### config.mk
export PLATFORM = sky130hd
export DESIGN_NAME = rsa_timing_probe
export DESIGN_NICKNAME = d
export VERILOG_FILES = /design/src/rtl/rsa_pkg.sv /design/src/rtl/rsa_cycle_counter.sv /design/src/rtl/rsa_timing_probe.sv
export SDC_FILE = /design/constraint.sdc
export NUM_CORES = 1
export LEC_CHECK = 0
export BUFFER_PORTS_ARGS = -buffer_cell sky130_fd_sc_hd__buf_2
export CAP_MARGIN = 20
export CELL_PAD_IN_SITES_DETAIL_PLACEMENT = 1
export CELL_PAD_IN_SITES_GLOBAL_PLACEMENT = 2
export CORE_ASPECT_RATIO = 0.7
export CORE_MARGIN = 2
export CORE_UTILIZATION = 31
export CTS_BUF_LIST = sky130_fd_sc_hd__clkbuf_2
export CTS_CLUSTER_SIZE = 20
export DETAILED_ROUTE_END_ITERATION = 12
export PLACE_DENSITY_LB_ADDON = 0.12
export SYNTH_ARGS = -nofsm -noshare
export SYNTH_HDL_FRONTEND = slang
export SYNTH_SLANG_ARGS = --single-unit
export TNS_END_PERCENT = 50
### constraint.sdc
create_clock -name clk -period 2.04 [get_ports clk]
set_input_delay 0.306 -clock clk [delete_from_list [all_inputs] [get_ports clk]]
set_output_delay 0.306 -clock clk [all_outputs]
set_load 0.03 [all_outputs]
### src/rtl/rsa_pkg.sv
// rsa_pkg: shared types for the RSA timing probe
package rsa_pkg;
  localparam int DEF_WIDTH = 8;
  localparam int DEF_CNT_W = 16;
  typedef enum logic [2:0] {S_IDLE, S_LAUNCH, S_WAIT, S_REPORT, S_DRAIN, S_DONE} probe_state_e;
  typedef struct packed {
    logic [DEF_WIDTH-1:0] m;
    logic [DEF_CNT_W-1:0] cycles;
    logic                 match;
    logic                 timeout;
  } res_rec_t;
endpackage

### src/rtl/rsa_cycle_counter.sv
// rsa_cycle_counter: clearable up-counter that saturates at LIMIT
module rsa_cycle_counter #(
  parameter int CNT_W = 16,
  parameter logic [CNT_W-1:0] LIMIT = '1
) (
  input  logic             clk,
  input  logic             rst_n,
  input  logic             clr,
  input  logic             en,
  output logic [CNT_W-1:0] count,
  output logic             hit_limit
);
  assign hit_limit = count == LIMIT;
  always_ff @(posedge clk or negedge rst_n)
    if (!rst_n) count <= '0;
    else if (clr) count <= '0;
    else if (en && !hit_limit) count <= count + 1'b1;
endmodule

### src/rtl/rsa_timing_probe.sv
// rsa_timing_probe: drives the RSA core over a plaintext sweep and reports per-run latency
module rsa_timing_probe
  import rsa_pkg::*;
#(
  parameter int WIDTH = DEF_WIDTH,
  parameter int CNT_W = DEF_CNT_W,
  parameter int unsigned TIMEOUT = 4000
) (
  input  logic             clk,
  input  logic             rst_n,
  input  logic             start,
  input  logic [WIDTH-1:0] p_in,
  input  logic [WIDTH-1:0] q_in,
  input  logic [WIDTH-1:0] m_first,
  input  logic [WIDTH-1:0] num_msgs,
  output logic [WIDTH-1:0] rsa_p,
  output logic [WIDTH-1:0] rsa_q,
  output logic [WIDTH-1:0] rsa_m,
  output logic             rsa_KeyGenStart,
  input  logic [WIDTH-1:0] rsa_m_decrypted,
  input  logic             rsa_finish,
  output logic             res_valid,
  input  logic             res_ready,
  output logic [WIDTH-1:0] res_m,
  output logic [CNT_W-1:0] res_cycles,
  output logic             res_match,
  output logic             res_timeout,
  output logic             busy,
  output logic             done,
  output logic             error
);
  probe_state_e state_q, state_d;
  logic [WIDTH-1:0] remaining;
  logic [CNT_W-1:0] count;
  logic hit_limit, last_run;
  // The count runs through LAUNCH, so in cycle LAUNCH+k it reads exactly k.
  rsa_cycle_counter #(.CNT_W(CNT_W), .LIMIT(CNT_W'(TIMEOUT))) u_cnt (
    .clk(clk),
    .rst_n(rst_n),
    .clr(!(state_q == S_LAUNCH || state_q == S_WAIT)),
    .en(state_q == S_LAUNCH || state_q == S_WAIT),
    .count(count),
    .hit_limit(hit_limit)
  );
  assign last_run = res_timeout || remaining == WIDTH'(1);
  assign rsa_KeyGenStart = state_q == S_LAUNCH;
  assign res_valid = state_q == S_REPORT;
  assign busy = state_q != S_IDLE;
  assign done = state_q == S_DONE;
  always_comb begin
    state_d = state_q;
    case (state_q)
      S_IDLE:   if (start) state_d = (num_msgs != '0) ? S_DRAIN : S_DONE;
      S_DRAIN:  if (!rsa_finish) state_d = S_LAUNCH;
      S_LAUNCH: state_d = S_WAIT;
      S_WAIT:   if (rsa_finish || hit_limit) state_d = S_REPORT;
      S_REPORT: if (res_ready) state_d = last_run ? S_DONE : S_DRAIN;
      S_DONE:   state_d = S_IDLE;
      default:  state_d = S_IDLE;
    endcase
  end
  always_ff @(posedge clk or negedge rst_n)
    if (!rst_n) state_q <= S_IDLE;
    else state_q <= state_d;
  always_ff @(posedge clk or negedge rst_n)
    if (!rst_n) begin
      rsa_p <= '0;
      rsa_q <= '0;
      rsa_m <= '0;
      remaining <= '0;
      res_m <= '0;
      res_cycles <= '0;
      res_match <= 1'b0;
      res_timeout <= 1'b0;
      error <= 1'b0;
    end else begin
      if (state_q == S_IDLE && start) begin
        error <= 1'b0;
        if (num_msgs != '0) begin
          rsa_p <= p_in;
          rsa_q <= q_in;
          rsa_m <= m_first;
          remaining <= num_msgs;
        end
      end
      if (state_q == S_WAIT && (rsa_finish || hit_limit)) begin
        res_m <= rsa_m;
        res_cycles <= count;
        res_match <= rsa_finish && rsa_m_decrypted == rsa_m;
        res_timeout <= !rsa_finish;
        if (!rsa_finish) error <= 1'b1;
      end
      if (state_q == S_REPORT && res_ready && !last_run) begin
        rsa_m <= rsa_m + 1'b1;
        remaining <= remaining - 1'b1;
      end
    end
endmodule

==> summary.md <==
At the later pin of the worst-skew pair, clock insertion delay measures 0.57 ns. At the worst endpoint, the required time is 1.73 ns. In this run the cell area measured after placement is 0.004646 mm^2. At the end of routability-driven placement, the weighted congestion stood at 0.7554. TritonCTS created 9 clock buffers.

The number of standard cells after synthesis was 354; the cell total after placement was 623. After detailed routing, the number of remaining DRC violations is 0. The number of register bits inferred by synthesis is 78. Dividing the detail-routed wire length by the instance count gives 16.58 um. The logs give 0 for the final hold violation count and 6.821 mW for the power after layout.

Most area-hungry cell type in the Yosys netlist: sky130_fd_sc_hd__dfrtp_1. The transition at the pin with the smallest max-transition slack was 0.5795 ns; the worst path arrival time was 1.71 ns. For the worst-case vdd ir drop, the log shows 0.6212 mV. The worst path meets setup with 0.02628 ns of slack. The routed design has 11,440 um of wire. The longest clock path from root to sink contains 2 buffers.

CTS saw 78 sinks. For the sequential element share of the synthesized area, the log shows 51.66%. The run finished with clean final reports. The smallest hold slack is 0.05800 ns. The die covers 0.01310 mm^2. The worst pin sits at a relative slew slack of 61.01%. Using the TritonRoute via totals, the vias-per-cell ratio works out to 4.912. Setup repair after global routing could not meet its margin everywhere. The count of buffers inserted at the top-level ports is 99.

The wire length of the first global-routing pass is 18,290 um, and the count of nets left with antenna violations after detail routing is 0. TritonCTS built the clock tree. The path category of the worst min-delay check is in -> reg. The tools report the placeable core area as 0.01181 mm^2.

Clock-pin slew was measured on the worst setup and hold paths at 0.24 ns. Prior to clock tree synthesis, the placed netlist has a worst setup slack of -0.08481 ns. In this run, synthesis inferred 0 flip-flops with an integrated enable. Number of violations of the max-capacitance limit: 0.

The fraction of layout cells with a size suffix above 1 works out to 38.23%. Ranked by total cell area, the synthesized netlist is headed by sky130_fd_sc_hd__dfrtp_1, sky130_fd_sc_hd__mux2_2, sky130_fd_sc_hd__nand2_1, sky130_fd_sc_hd__xor2_1, sky130_fd_sc_hd__nor2_1. For the warning count from the yosys run, the log shows 0. Among all cell types in the netlist, the one instantiated most often is sky130_fd_sc_hd__dfrtp_1. The root buffer cell chosen for the clock tree is sky130_fd_sc_hd__clkbuf_2. Registers take 0.001953 mm^2. Entering global routing, the biggest net connects 51 pins.

In this run the number of H-tree levels came out at 3. The number of ports placed on the die boundary came out at 100. For this run, asynchronously set or reset flops after synthesis account for 100.0%. Counting the fill cells in the layout gives 1,361. For this configuration, the core starts out at a cell density of 32.00%. The worst setup path is launched from a flip-flop. The startpoint of the worst register-to-register path was remaining[1].

Dividing the synthesized area by the synthesized cell count gives 10.67 um^2. In this run the worst path has a maximum fanout of 5. The synthesized net count was 404. The width of the die is 136.0 um, and the overall die height is 96.37 um. The sum of net half-perimeters after detailed placement is 8204 um. Power spread over the standard cell area amounts to 1284 mW/mm^2.

The post-synthesis instance area was 0.003779 mm^2; the number of slew-limit violations in the final report was 0. Yosys mapped the design onto 55 distinct sky130hd cell types. Summed over its instances, the top area cell type makes up 51.66% of the synthesized netlist area. The total via count in the routed design is 3,389. Origin of the worst setup path: state_q[1]. After layout, the worst path uses 98.71% of the clock period.

The critical path in this run is classified as reg -> out. For this run, the share of the core covered by cells in the final layout is 45.00%. Setup violations remaining at the end of the flow were counted as 0. Global routing finished with a remaining overflow of 0. The synthesis-to-layout area growth is 40.63%. The logs give 0.02100 ns for the final setup skew and 33 for the number of rows in the core area. In this run the most critical hold path is launched from rsa_finish. The finished cells cover 0.005314 mm^2. Once layout is complete, the cells apart from fillers number 690. The commonest cells after synthesis are sky130_fd_sc_hd__dfrtp_1, sky130_fd_sc_hd__nand2_1, sky130_fd_sc_hd__mux2_2.

The number of antenna violations at the first check in global routing was 1; the area used by multi-input combinational logic was 0.001720 mm^2. The via count of the first global-routing pass was 3,459; the starting DRC count in detailed routing was 144. The element type at the critical path end was an output port. The shortest clock period the worst path allows after layout was 2.014 ns; the detailed-router iteration count before antenna repair was 4.

The maximum clock rate came out at 0.4966 GHz. In the final design database the tool counted 576 nets. The most used flip-flop cell after synthesis is sky130_fd_sc_hd__dfrtp_1.

Across every metal layer, demand over resource in global routing totals 18.42%. For this design the static power due to leakage is 2.604 nW. Setup total negative slack on the finished layout was measured at 0 ns.
[cell type report]
class	instances	area share [%]
clock buffers	9	0.8477
diodes	2	0.09418
repair buffers	179	23.83
inverters	12	0.8477
well taps	157	3.697
clock inverters	7	1.554
multi-input cells	246	32.38
flip-flops and latches	78	36.76
[flip-flops by register name, summed over array words and instances, names as in the netlist]
signal	cells
res_cycles	16
u_cnt.count	16
remaining	8
res_m	8
rsa_m	8
rsa_p	8
rsa_q	8
state_q	3
error	1
res_match	1
res_timeout	1
[layout by cell type, fill, tap and decap left out, drive strengths merged, types with 2 or more instances in the layout]
master	instances
o32ai	2
nand4	6
buf	144
xnor2	8
o311ai	4
mux2	24
a221o	6
o211ai	3
nor3b	6
o31ai	2
clkinvlp	2
nand2	60
dlygate4sd3	35
a21oi	6
and3	5
o21ai	6
inv	14
nand3	15
nor4	6
dfrtp	78
clkinv	2
nor3	7
ha	5
or4	5
or3	4
mux2i	8
and4	4
diode	2
clkbuf	9
nor2	22
xor2	12
[kinds of logic after synthesis]
family | synth area share, %
AOI/OAI and AO/OA | 9.272
xor gates and xnor gates | 4.636
adders and majority gates | 1.656
buffers and inverters | 4.106
DFF | 51.66
muxes | 9.371
and+or+nand+nor | 19.30
[per-layer routing]
layer	routed length [um]	global-route usage [%]	share of wire (%)	vias up
met3	540	4.278	4.7	11
met5	0	0	0	-
met1	5858	26.94	51	1681
met2	4927	27.27	43	77
met4	114	5.122	1.0	0
li1	-	-	-	1620
[worst max-delay path, stage by stage (launching register included)]
cell,delay [ns]
sky130_fd_sc_hd__dfrtp_2,0.50
sky130_fd_sc_hd__buf_6,0.14
sky130_fd_sc_hd__or3_4,0.36
sky130_fd_sc_hd__buf_6,0.14
[worst paths after layout]
check	end	slack, ns	cells past startpoint
setup / recovery	busy	0.03	3
hold / removal	res_timeout	0.06	2
setup reg to reg	rsa_m[2]	0.03	7
hold reg to reg	rsa_q[1]	0.50	2
max in group asynchronous	rsa_m[0]	1.26	3
min in group asynchronous	state_q[2]	0.16	2
[power breakdown]
group          internal [mW]  leakage, nW  switching, mW  total, mW
Combinational           1.45         1.52           2.08       3.52
Sequential              2.00         1.01          0.391       2.39
Clock                  0.299       0.0706          0.612      0.912
[what timing repair did]
| item | in CTS | in global routing |
|---|---|---|
| setup buffers | 7 | 7 |
| resized for setup | 16 | 7 |
| hold buffers | 35 | 0 |
| pin swaps | 2 | 3 |
| endpoints found under the setup margin | 11 | 10 |
| endpoints found under the hold margin | 62 | 0 |
Power figures use the tool's default switching activity.
